<file path="config.mk">
export PLATFORM = sky130hd
export DESIGN_NAME = rename_recovery_ctrl
export DESIGN_NICKNAME = d
export VERILOG_FILES = /design/src/rtl/rename_recovery_ctrl.sv
export SDC_FILE = /design/constraint.sdc
export NUM_CORES = 1
export LEC_CHECK = 0
export CORE_MARGIN = 2
export CORE_UTILIZATION = 47
export DETAILED_ROUTE_END_ITERATION = 8
export HOLD_SLACK_MARGIN = 0.15
export PLACE_DENSITY = 0.8
export SLEW_MARGIN = 25
export SYNTH_ARGS = -nofsm -noshare
export SYNTH_HDL_FRONTEND = slang
export SYNTH_SLANG_ARGS = --single-unit
</file>
<file path="constraint.sdc">
create_clock -name clk -period 2.6 [get_ports clk]
set_clock_uncertainty 0.15 [all_clocks]
set_input_delay 0.39 -clock clk [delete_from_list [all_inputs] [get_ports clk]]
set_output_delay 0.39 -clock clk [all_outputs]
set_load 0.01 [all_outputs]
</file>
<file path="src/rtl/rename_recovery_ctrl.sv">
// rename_recovery_ctrl
//   Sequences decode/rename recovery after a retire-time flush. A flush is
//   acknowledged from IDLE and then moves through these steps:
//     1. stall rename and wait for execute to drain;
//     2. pulse the restore strobe (RAT, free list and busy table restore
//        from arch_rat);
//     3. wait a minimum refill time plus the free-list rebuild;
//     4. redirect fetch to the captured PC.
//   A retired halt parks rename permanently (until rst).
// Ports
//   clk, rst          clock, asynchronous active-high reset
//   flush_req/pc      ROB flush request (level, held until flush_ack) and target PC
//   halt_retired      retired halt pulse
//   exec_busy         execute may still produce wakeups
//   fl_rebuilt        free list rebuild complete
//   flush_ack         one-cycle accept pulse
//   rename_stall      holds decode/rename off
//   recov_arch_st     one-cycle restore pulse
//   fetch_redirect    one-cycle fetch restart pulse, target on redirect_pc
//   halted            sticky halt indication
//   drain_timeout     sticky: drain was cut short by the timeout
//   recov_count       completed recoveries, saturating
module rename_recovery_ctrl #(
  parameter int REFILL_CYCLES = 4,
  parameter int DRAIN_MAX     = 255,
  parameter int PC_W          = 32,
  parameter int CNT_W         = 16
) (
  input  logic             clk,
  input  logic             rst,
  input  logic             flush_req,
  input  logic [PC_W-1:0]  flush_pc,
  input  logic             halt_retired,
  input  logic             exec_busy,
  input  logic             fl_rebuilt,
  output logic             flush_ack,
  output logic             rename_stall,
  output logic             recov_arch_st,
  output logic             fetch_redirect,
  output logic [PC_W-1:0]  redirect_pc,
  output logic             halted,
  output logic             drain_timeout,
  output logic [CNT_W-1:0] recov_count
);

  localparam int DW = $clog2(DRAIN_MAX + 1);
  localparam int RW = $clog2(REFILL_CYCLES + 1);

  typedef enum logic [2:0] {
    S_IDLE, S_DRAIN, S_RESTORE, S_REFILL, S_REDIRECT, S_HALTED
  } state_t;

  state_t           state_q, state_d;
  logic [DW-1:0]    drain_cnt_q, drain_cnt_d;
  logic [RW-1:0]    refill_cnt_q, refill_cnt_d;
  logic             flush_ack_q, flush_ack_d;
  logic             rename_stall_q, rename_stall_d;
  logic             recov_arch_st_q, recov_arch_st_d;
  logic             fetch_redirect_q, fetch_redirect_d;
  logic [PC_W-1:0]  redirect_pc_q, redirect_pc_d;
  logic             halted_q, halted_d;
  logic             drain_timeout_q, drain_timeout_d;
  logic [CNT_W-1:0] recov_count_q, recov_count_d;

  always_comb begin
    state_d         = state_q;
    drain_cnt_d     = drain_cnt_q;
    refill_cnt_d    = refill_cnt_q;
    flush_ack_d     = 1'b0;
    redirect_pc_d   = redirect_pc_q;
    drain_timeout_d = drain_timeout_q;
    recov_count_d   = recov_count_q;
    unique case (state_q)
      S_IDLE: begin
        // The ack cycle itself is spent in IDLE (stall still low); the
        // request is still held by the ROB then and must not be re-acked.
        // A halt seen alongside a flush is wrong-path and is dropped.
        if (flush_ack_q) begin
          state_d     = S_DRAIN;
          drain_cnt_d = '0;
        end else if (flush_req) begin
          flush_ack_d   = 1'b1;
          redirect_pc_d = flush_pc;
        end else if (halt_retired) begin
          state_d = S_HALTED;
        end
      end
      S_DRAIN: begin
        if (!exec_busy) begin
          state_d = S_RESTORE;
        end else if (drain_cnt_q == DW'(DRAIN_MAX - 1)) begin
          state_d         = S_RESTORE;
          drain_timeout_d = 1'b1;
        end else begin
          drain_cnt_d = drain_cnt_q + DW'(1);
        end
      end
      S_RESTORE: begin
        state_d      = S_REFILL;
        refill_cnt_d = '0;
      end
      S_REFILL: begin
        // Minimum time and rebuild are both required; the counter parks at
        // its terminal value while the free list is still rebuilding.
        if (refill_cnt_q >= RW'(REFILL_CYCLES - 1) && fl_rebuilt) begin
          state_d = S_REDIRECT;
          if (recov_count_q != '1) recov_count_d = recov_count_q + CNT_W'(1);
        end else if (refill_cnt_q < RW'(REFILL_CYCLES - 1)) begin
          refill_cnt_d = refill_cnt_q + RW'(1);
        end
      end
      S_REDIRECT: state_d = S_IDLE;
      S_HALTED:   state_d = S_HALTED;
      default:    state_d = S_IDLE;
    endcase

    // Outputs are registered decodes of the next state, so each is a clean
    // flop output that lines up with the state it describes.
    rename_stall_d   = (state_d != S_IDLE);
    recov_arch_st_d  = (state_d == S_RESTORE);
    fetch_redirect_d = (state_d == S_REDIRECT);
    halted_d         = (state_d == S_HALTED);
  end

  always_ff @(posedge clk or posedge rst) begin
    if (rst) begin
      state_q          <= S_IDLE;
      drain_cnt_q      <= '0;
      refill_cnt_q     <= '0;
      flush_ack_q      <= 1'b0;
      rename_stall_q   <= 1'b0;
      recov_arch_st_q  <= 1'b0;
      fetch_redirect_q <= 1'b0;
      redirect_pc_q    <= '0;
      halted_q         <= 1'b0;
      drain_timeout_q  <= 1'b0;
      recov_count_q    <= '0;
    end else begin
      state_q          <= state_d;
      drain_cnt_q      <= drain_cnt_d;
      refill_cnt_q     <= refill_cnt_d;
      flush_ack_q      <= flush_ack_d;
      rename_stall_q   <= rename_stall_d;
      recov_arch_st_q  <= recov_arch_st_d;
      fetch_redirect_q <= fetch_redirect_d;
      redirect_pc_q    <= redirect_pc_d;
      halted_q         <= halted_d;
      drain_timeout_q  <= drain_timeout_d;
      recov_count_q    <= recov_count_d;
    end
  end

  assign flush_ack      = flush_ack_q;
  assign rename_stall   = rename_stall_q;
  assign recov_arch_st  = recov_arch_st_q;
  assign fetch_redirect = fetch_redirect_q;
  assign redirect_pc    = redirect_pc_q;
  assign halted         = halted_q;
  assign drain_timeout  = drain_timeout_q;
  assign recov_count    = recov_count_q;

endmodule

</file>
==> Yosys cells after proc, flatten, opt, wreduce, memory -nomap -nowiden <==
Index checks and enable logic that the tools add are counted.
{ "totals": {"register_bits": 68, "input_bits": 38, "out_inout_bits": 54, "word_cells": 58} }
{ "op_classes": {"n_addsub": 3, "n_lt_le_gt_ge": 2, "eq_ne": 14, "mux": 17, "bitwise_logic": 1, "reduce_logical": 10} }
{ "op_table": {"columns": ["op", "n"], "rows": [
  ["3-bit 2-to-1 mux", 8],
  ["8-bit 2-to-1 mux", 3],
  ["16-bit by 1-bit adder with 16-bit output, second input constant", 1],
  ["16-bit != test, second input constant", 1],
  ["8-bit case mux with 2 select lines", 1],
  ["3-bit case mux with 5 select lines", 1],
  ["3-bit AND reduction", 4],
  ["2-bit != test, second input constant", 5],
  ["3-bit by 2-bit equality test with 1-bit output, second input constant", 3],
  ["3-bit equality test, second input constant", 3],
  ["8-bit by 1-bit adder with 8-bit output, second input constant", 1],
  ["8-bit equality test, second input constant", 1],
  ["3-bit case mux with 2 select lines", 1],
  ["4-bit AND reduction", 1],
  ["2-bit nonzero test", 2],
  ["3-bit by 1-bit adder with 3-bit output, second input constant", 1],
  ["3-bit by 1-bit equality test with 1-bit output, second input constant", 1],
  ["3-bit by 2-bit >= comparator with 1-bit output, second input constant", 1],
  ["3-bit logical NOT", 1],
  ["3-bit by 2-bit < comparator with 1-bit output, second input constant", 1],
  ["1-bit 2-to-1 mux", 3],
  ["3-bit nonzero test", 1],
  ["1-bit logical AND", 1],
  ["1-bit NOT", 1]
]} }

==> Depth between registers and ports, before layout <==
Gate-level depths: netlist of the first run.
{ "logic_depth": {"depth_word": 5, "depth_mapped": 7, "ltp_nobuf": 6} }

==> Worst setup path before layout of the first run <==
No wires, ideal clock.
{ "synth_path": {"kind": "reg2reg", "startpoint": "register recov_count_q[0], in the netlist recov_count[0]", "endpoint": "register recov_count_q[1], in the netlist recov_count[1]", "setup_ps": 125, "arrival_ps": 1657, "required_time_ps": 2325, "slack_ps": 668, "stages_incl_launch_ff": 6, "path_buffers": 0, "synth_period_minus_slack_ps": 1932, "path_cell_list": "dfrtp_1 ha_1 nand3_1 nor4_4 nor2_2 mux2_4"} }
{ "synth_between": {"elab_chain_cells": 2, "word_cells_on_any_way": 3, "cone_classes": "add/sub (1); eq/ne (1); reduce/logical (1)"} }
{ "synth_rtl": {"columns": ["element", "line_no", "text"], "rows": [
  ["from (decl)", "63", "logic [CNT_W-1:0] recov_count_q, recov_count_d;"],
  ["from (signal assigned)", "149", "recov_count_q <= recov_count_d;"],
  ["branches (longest 2 deep; another with 16-bit by 1-bit adder with 16-bit output)", null, null]
]} }
Parallel ways; which one is timed is not known.
A chain may end at the register's enable or synchronous reset.

==> Worst setup path after layout of the first run <==
{ "layout_path": {"startpoint": "register recov_count_q[1], in the netlist recov_count[1]", "endpoint": "register recov_count_q[1], in the netlist recov_count[1]"} }
Same word-level chain as after synthesis.

==> run metrics, run 1 <==
Starting DRT DRC Count 131; met1 Use GR 25.0%; clk root buf clkbuf_8; clock sink count 68; pwr/cell area 1020 nW/um2; Post-DP HPWL 4600 um; leading register cell type out of synthesis dfrtp_1; flops & latches, synth 68; antenna violations before repair 0; CTS Buf Count 9; DR vias/cell 5.43; FMAX 472 MHz; Period minus WS final 2.12 ns; Pint 3040 uW; Hold Path Class reg -> reg; Setup CP Type reg -> reg; clock share of power 23.1%; crit path DAT 2.19 ns; Worst-path clk slew 0.07 ns; Max Root-Sink Buffers 2; sequential share of power 39.0%; DIE WIDTH 84.6 um; Sw Share 30.7%; worst IR drop on VDD 0.600 mV; sequential share of the synthesized area 55.7%; Max Cap Viol 0; Psw 1340 uW; post-route ant nets 0; CTS tree yes; global-route usage over all layers 19.5%; met3 GRT Util 7.08%; drt wl/cell 15.5 um; Pre-antenna DRT Iters 4; max_slew headroom 63.8%; Max Slew Vio Count 0; I/O pins 92; vias in the first global route 2,309; status completed; Congestion Overflow GR 0; Port-buffer cells 91; RSZ-0062 raised after global routing no; H-tree depth 3; setup violators final 0; ys async rst share 100%; CP Launch Type register; HP Start redirect_pc[17]$_DFFE_PP0P_; syn avg cell area 12.7 um2; Combinational Power Share 37.9%; quantity of gates resized following cts 0; cell count after synthesis 241; layout cell share with drive strength beyond 1 19.4%; Syn Nets 284; die height 84.6 um; Final GP Congestion 0.812; largest net degree at the start of global routing 36; Fin. Hold Viols 0; Cell Area, Synth 3060 um2; Die ar. 7160 um2; met2 usage 30.2%; P_leak 0.00190 uW; crit end category register; most used routing layer in global routing met2; vias 2,298; drt total wl 6540 um; Worst setup startpoint recov_count[1]$_DFFE_PP0P_; crit share post-route 81.4%; EDFF count, synth 0; Core Util, Final 68.0%; Worst Tran Pin Value 0.544 ns; core footprint 6310 um2; Ys Warns 0; post-synthesis cell type count 48; Min Hold Slack 0.354 ns; CP max FO 7; first-pass GRT wire length 10,900 um; antenna cells 0; Area Growth Syn to Fin 40.4%; RR Startpoint recov_count[1]$_DFFE_PP0P_; Clk Latency, worst-skew pair 0.33 ns; TNS Setup 0 ns; worst path required time 2.67 ns; Initial Util 48.4%; fin nets 384; DR DRC count 0; num rows 29
## cells by family (layout without fill, tap and decap cells)
family	count (synthesis)	count (layout)	synth area share, %
flops	68	68	55.7
fa+ha+maj	5	5	2.05
simple gates	73	73	15.6
buf+inv	15	120	2.58
xor+xnor	14	14	4.01
compound gates	29	29	6.35
mux	37	37	13.8
## flip-flops by register name, summed over array words and instances, names as in the netlist
register	count
drain_timeout	1
recov_arch_st	1
flush_ack	1
refill_cnt_q	3
state_q	3
rename_stall	1
halted	1
recov_count	16
redirect_pc	32
fetch_redirect	1
drain_cnt_q	8
## through the flow
step | area (um2) | power [uW] | worst slack (ns) | instances
detailed placement | 4050 | 3390 | 0.449 | 406
floorplan | 3060 | 2570 | 0.348 | 241
CTS | 4290 | 4420 | 0.493 | 423
finish | 4290 | 4380 | 0.483 | 423
global route | 4290 | 4650 | 0.344 | 423
global placement | 4050 | 3350 | 0.492 | 406
## cell usage in the layout (no fill, tap or decap), drive strengths merged, types with 3 or more instances in the layout
cell type and n:
nand2 13, clkbuf 12, buf 4, or3 3
nor4 7, a21oi 9, nor2 8, o21ai 6
nand4 7, dfrtp 68, xor2 12, mux2 34
nand3 11, nor4b 3, and4 4, o31ai 3
inv 8, ha 5, nor3 6, mux2i 3
clkdlybuf4s50 91
## worst max-delay path, cell delays in order (launching register included)
cell,delay (ns)
dfrtp_1,0.42
ha_1,0.20
nand3_1,0.22
nor4_4,0.58
nor2_2,0.12
mux2_4,0.31
## power by group through the flow
stage | Combinational, uW | Sequential, uW | Clock (uW)
after floorplan | 769 | 1800 | 0
after global placement | 1650 | 1700 | 0
after detailed placement | 1670 | 1720 | 0
after CTS | 1680 | 1710 | 1030
after global routing | 1810 | 1760 | 1080
final | 1660 | 1710 | 1010
## per-layer routing
layer  wire [um]  vias up
li1            -     1082
met1        2830     1132
met2        3150       72
met3         426       12
met4         140        0
met5           0        -
## synthesized netlist by cell type (5+ instances only)
cell type  count  area share, %
mux2_2        32             12
nor2_1         6           0.74
dfrtp_1       68             56
inv_1          8           0.98
o21ai_0        6           0.98
nand3_1       11            1.8
ha_1           5            2.0
nand2_1       12            1.5
a21oi_1        9            1.5
xor2_1        12            3.4
nor3_1         6           0.98
nand4_1        6            1.2
## layout make-up
type | count | area, um2
Sequential cell | 68 | 1700
Tap cell | 77 | 96.3
Timing Repair Buffer | 96 | 951
Multi-Input combinational cell | 158 | 1280
Inverter | 8 | 30.0
Clock inverter | 4 | 70.1
Clock buffer | 12 | 165
Fill cell | 491 | 2020
## path summary, 6_finish.rpt
path	endpoint	slack (ns)	cells after the start
worst max-delay path	recov_count[1]$_DFFE_PP0P_	0.48	5
worst min-delay path	redirect_pc[17]$_DFFE_PP0P_	0.35	1
worst max register to register	recov_count[1]$_DFFE_PP0P_	0.48	5
worst min register to register	redirect_pc[17]$_DFFE_PP0P_	0.35	1
max in group asynchronous	refill_cnt_q[2]$_DFFE_PP0P_	0.97	4
min in group asynchronous	redirect_pc[12]$_DFFE_PP0P_	0.67	3
## timing repair
action / CTS / global route
hold buffers: 1 / 0
setup buffers: 0 / 0
endpoints found under the hold margin: 4 / 0
Note: power is estimated with default switching activity, not from simulation.
==> run 2: changes to the inputs <==
--- a/config.mk
+++ b/config.mk
@@ -6,10 +6,10 @@
 export NUM_CORES = 1
 export LEC_CHECK = 0
 export CORE_MARGIN = 2
-export CORE_UTILIZATION = 47
+export CORE_UTILIZATION = 42
 export DETAILED_ROUTE_END_ITERATION = 8
 export HOLD_SLACK_MARGIN = 0.15
-export PLACE_DENSITY = 0.8
+export PLACE_DENSITY = 0.76
 export SLEW_MARGIN = 25
 export SYNTH_ARGS = -nofsm -noshare
 export SYNTH_HDL_FRONTEND = slang
==> constraint.sdc (replaced) <==
create_clock -name clk -period 1.9 [get_ports clk]
set_clock_uncertainty 0.15 [all_clocks]
set_input_delay 0.285 -clock clk [delete_from_list [all_inputs] [get_ports clk]]
set_output_delay 0.285 -clock clk [all_outputs]
set_load 0.01 [all_outputs]
==> run 2 against run 1 <==
  * Clock power rose by 11%
  * Largest cell class unchanged
  * Largest power group is now combinational cells
  * Core utilization fell by 4.8 points
  * Die area rose by 11%
  * Sequential share of layout area fell by 1.9 points
  * Register-to-register slack got worse by 0.43 ns
  * Design area rose by 5.0%
  * Critical path depth did not move
  * Setup slack got worse by 0.43 ns
  * Fmax rose by 14%
==> run metrics, run 2 (synthesis results as in run 1) <==
status completed; core footprint 7140 um2 (+13%); Worst Tran Pin Value 0.479 ns (-0.0644 ns); commonest non-fill, non-tap cell in the layout clkdlybuf4s50_1; crit end category register; CTS tree yes; clock sink count 68 (unchanged); worst IR drop on VDD 0.698 mV (+16%); Placement Setup Slack -0.0819 ns (-0.531 ns); Final GP Congestion 0.820 (+0.96%); Crit path max-delay family simple AND/OR/NAND/NOR gates; critical path's slowest cell dfrtp_1; Port-buffer cells 91 (unchanged); Area Growth Syn to Fin 47.4%; DR DRC count 0 (unchanged); Initial Util 42.8% (-5.6 points); Bufs and invs on worst path 1 (+1); pwr/cell area 1330 nW/um2 (+31%); Inst Count DP 446 (+9.9%); H-tree depth 3 (unchanged); Hold Path Class in -> async; Largest register FFs 32 (unchanged); metal1 wirelength 2980 um (+5.2%); vias in the first global route 2,294 (-0.65%); met3 wire len 468 um (+9.9%); Worst path max stage delay 0.47 ns (-0.11 ns); Congestion Overflow GR 0 (unchanged); Max Cap Viol 0 (unchanged); FMAX 541 MHz (+14%); Max Slew Vio Count 0 (unchanged); Starting DRT DRC Count 52 (-60%); Fin. Hold Viols 0 (unchanged); global-route usage over all layers 18.1% (-1.3 points); Tot Pwr 6010 uW (+37%); CP Launch Type register; fin area 4500 um2 (+5.0%); antenna violations before repair 0 (unchanged); clk root buf clkbuf_8; met2 routed wirelength 3330 um (+5.7%); die height 89.3 um (+5.5%); Clk Latency, worst-skew pair 0.33 ns (about the same); DR vias/cell 5.11 (-6.0%); drt wl/cell 14.8 um (-4.5%); num rows 31 (+6.9%); Setup CP Type reg -> reg; Worst-path clk slew 0.07 ns (about the same); most frequent cells in the layout clkdlybuf4s50_1 (90), dfrtp_1 (68), mux2_2 (32), buf_4 (24), clkbuf_8 (13); DIE WIDTH 89.3 um (+5.5%); crit share post-route 97.4% (+16 points); Pre-antenna DRT Iters 5 (+1); P_leak 0.00200 uW (+5.6%); largest net degree at the start of global routing 39 (+8.3%); Period minus WS final 1.85 ns (-0.267 ns); setup violators final 0 (unchanged); CP max FO 8 (+1); CTS Buf Count 9 (unchanged); drt total wl 6880 um (+5.2%); worst-path cell chain and4b_4 > nand2_8 > buf_4 > nor4_1 > xor2_1; first-pass GRT wire length 11,000 um (+0.82%); max_slew headroom 67.8% (+4.0 points); post-route ant nets 0 (unchanged); layout cell share with drive strength beyond 1 25.3% (+6.0 points); crit path DAT 1.96 ns (-0.23 ns); Die ar. 7980 um2 (+11%); vias 2,380 (+3.6%); fin nets 406 (+5.7%); worst path required time 2.01 ns (-0.66 ns); CTS Hold Bufs 0 (-1); Max Root-Sink Buffers 2 (unchanged); final setup margin 0.0499 ns (-0.433 ns); Post-DP HPWL 4890 um (+6.3%); I/O pins 92 (unchanged); Non-Filler Instances 466 (+10%); Cell Area, Placed 4240 um2 (+4.7%); Min Hold Slack 0.224 ns (-0.130 ns); antenna cells 0 (unchanged); uppermost routed layer met4
## run 2: power breakdown
part / internal [uW] / switching, uW
clock network: 609 / 513
logic: 1540 / 1050
registers: 1950 / 348
total: 4100 / 1910
## run 2: path summary, 6_finish.rpt
path                                            from                          end  slack, ns  cells past startpoint
max reg2reg                     state_q[2]$_DFF_PP0_   recov_count[7]$_DFFE_PP0P_       0.05                      5
min reg2reg                drain_timeout$_DFFE_PP0P_    drain_timeout$_DFFE_PP0P_       0.34                      1
min in group clk           drain_timeout$_DFFE_PP0P_    drain_timeout$_DFFE_PP0P_       0.34                      1
max in group asynchronous                        rst  redirect_pc[16]$_DFFE_PP0P_       1.00                      3
max                             state_q[2]$_DFF_PP0_   recov_count[7]$_DFFE_PP0P_       0.05                      5
min                                              rst  redirect_pc[19]$_DFFE_PP0P_       0.22                      3
## run 2: metal layers
metal | track usage [%] | up-vias
met3 | 6.28 | 11
li1 | - | 1127
met5 | 0 | -
met2 | 27.9 | 80
met4 | 7.33 | 0
met1 | 23.5 | 1162
## run 2: worst min-delay path, stage by stage
cell and delay (ns):
clkdlybuf4s50_1 0.45, clkinvlp_4 0.11, buf_12 0.22
## run 2: metrics by stage
stage | util (%) | TNS [ns]
3_5_place_dp | 59.4 | -0.352
2_1_floorplan | - | 0
4_1_cts | 62.1 | 0
3_3_place_gp | 59.4 | -0.0317
6_report | 63.1 | 0
5_1_grt | 63.1 | -0.000788
## run 2: cell type report
class | count | area, um2
Tap cell | 99 | 124
Multi-Input combinational cell | 159 | 1320
Sequential cell | 68 | 1700
Timing Repair Buffer | 117 | 1130
Fill cell | 572 | 2630
Inverter | 8 | 33.8
Clock inverter | 1 | 5.00
Clock buffer | 14 | 183
## run 2: timing repair
item / in CTS / in global routing
cloned: 0 / 1
pin swaps: 2 / 4
buffers inserted: 0 / 4
endpoints found under the setup margin: 3 / 7
resized for setup: 1 / 7
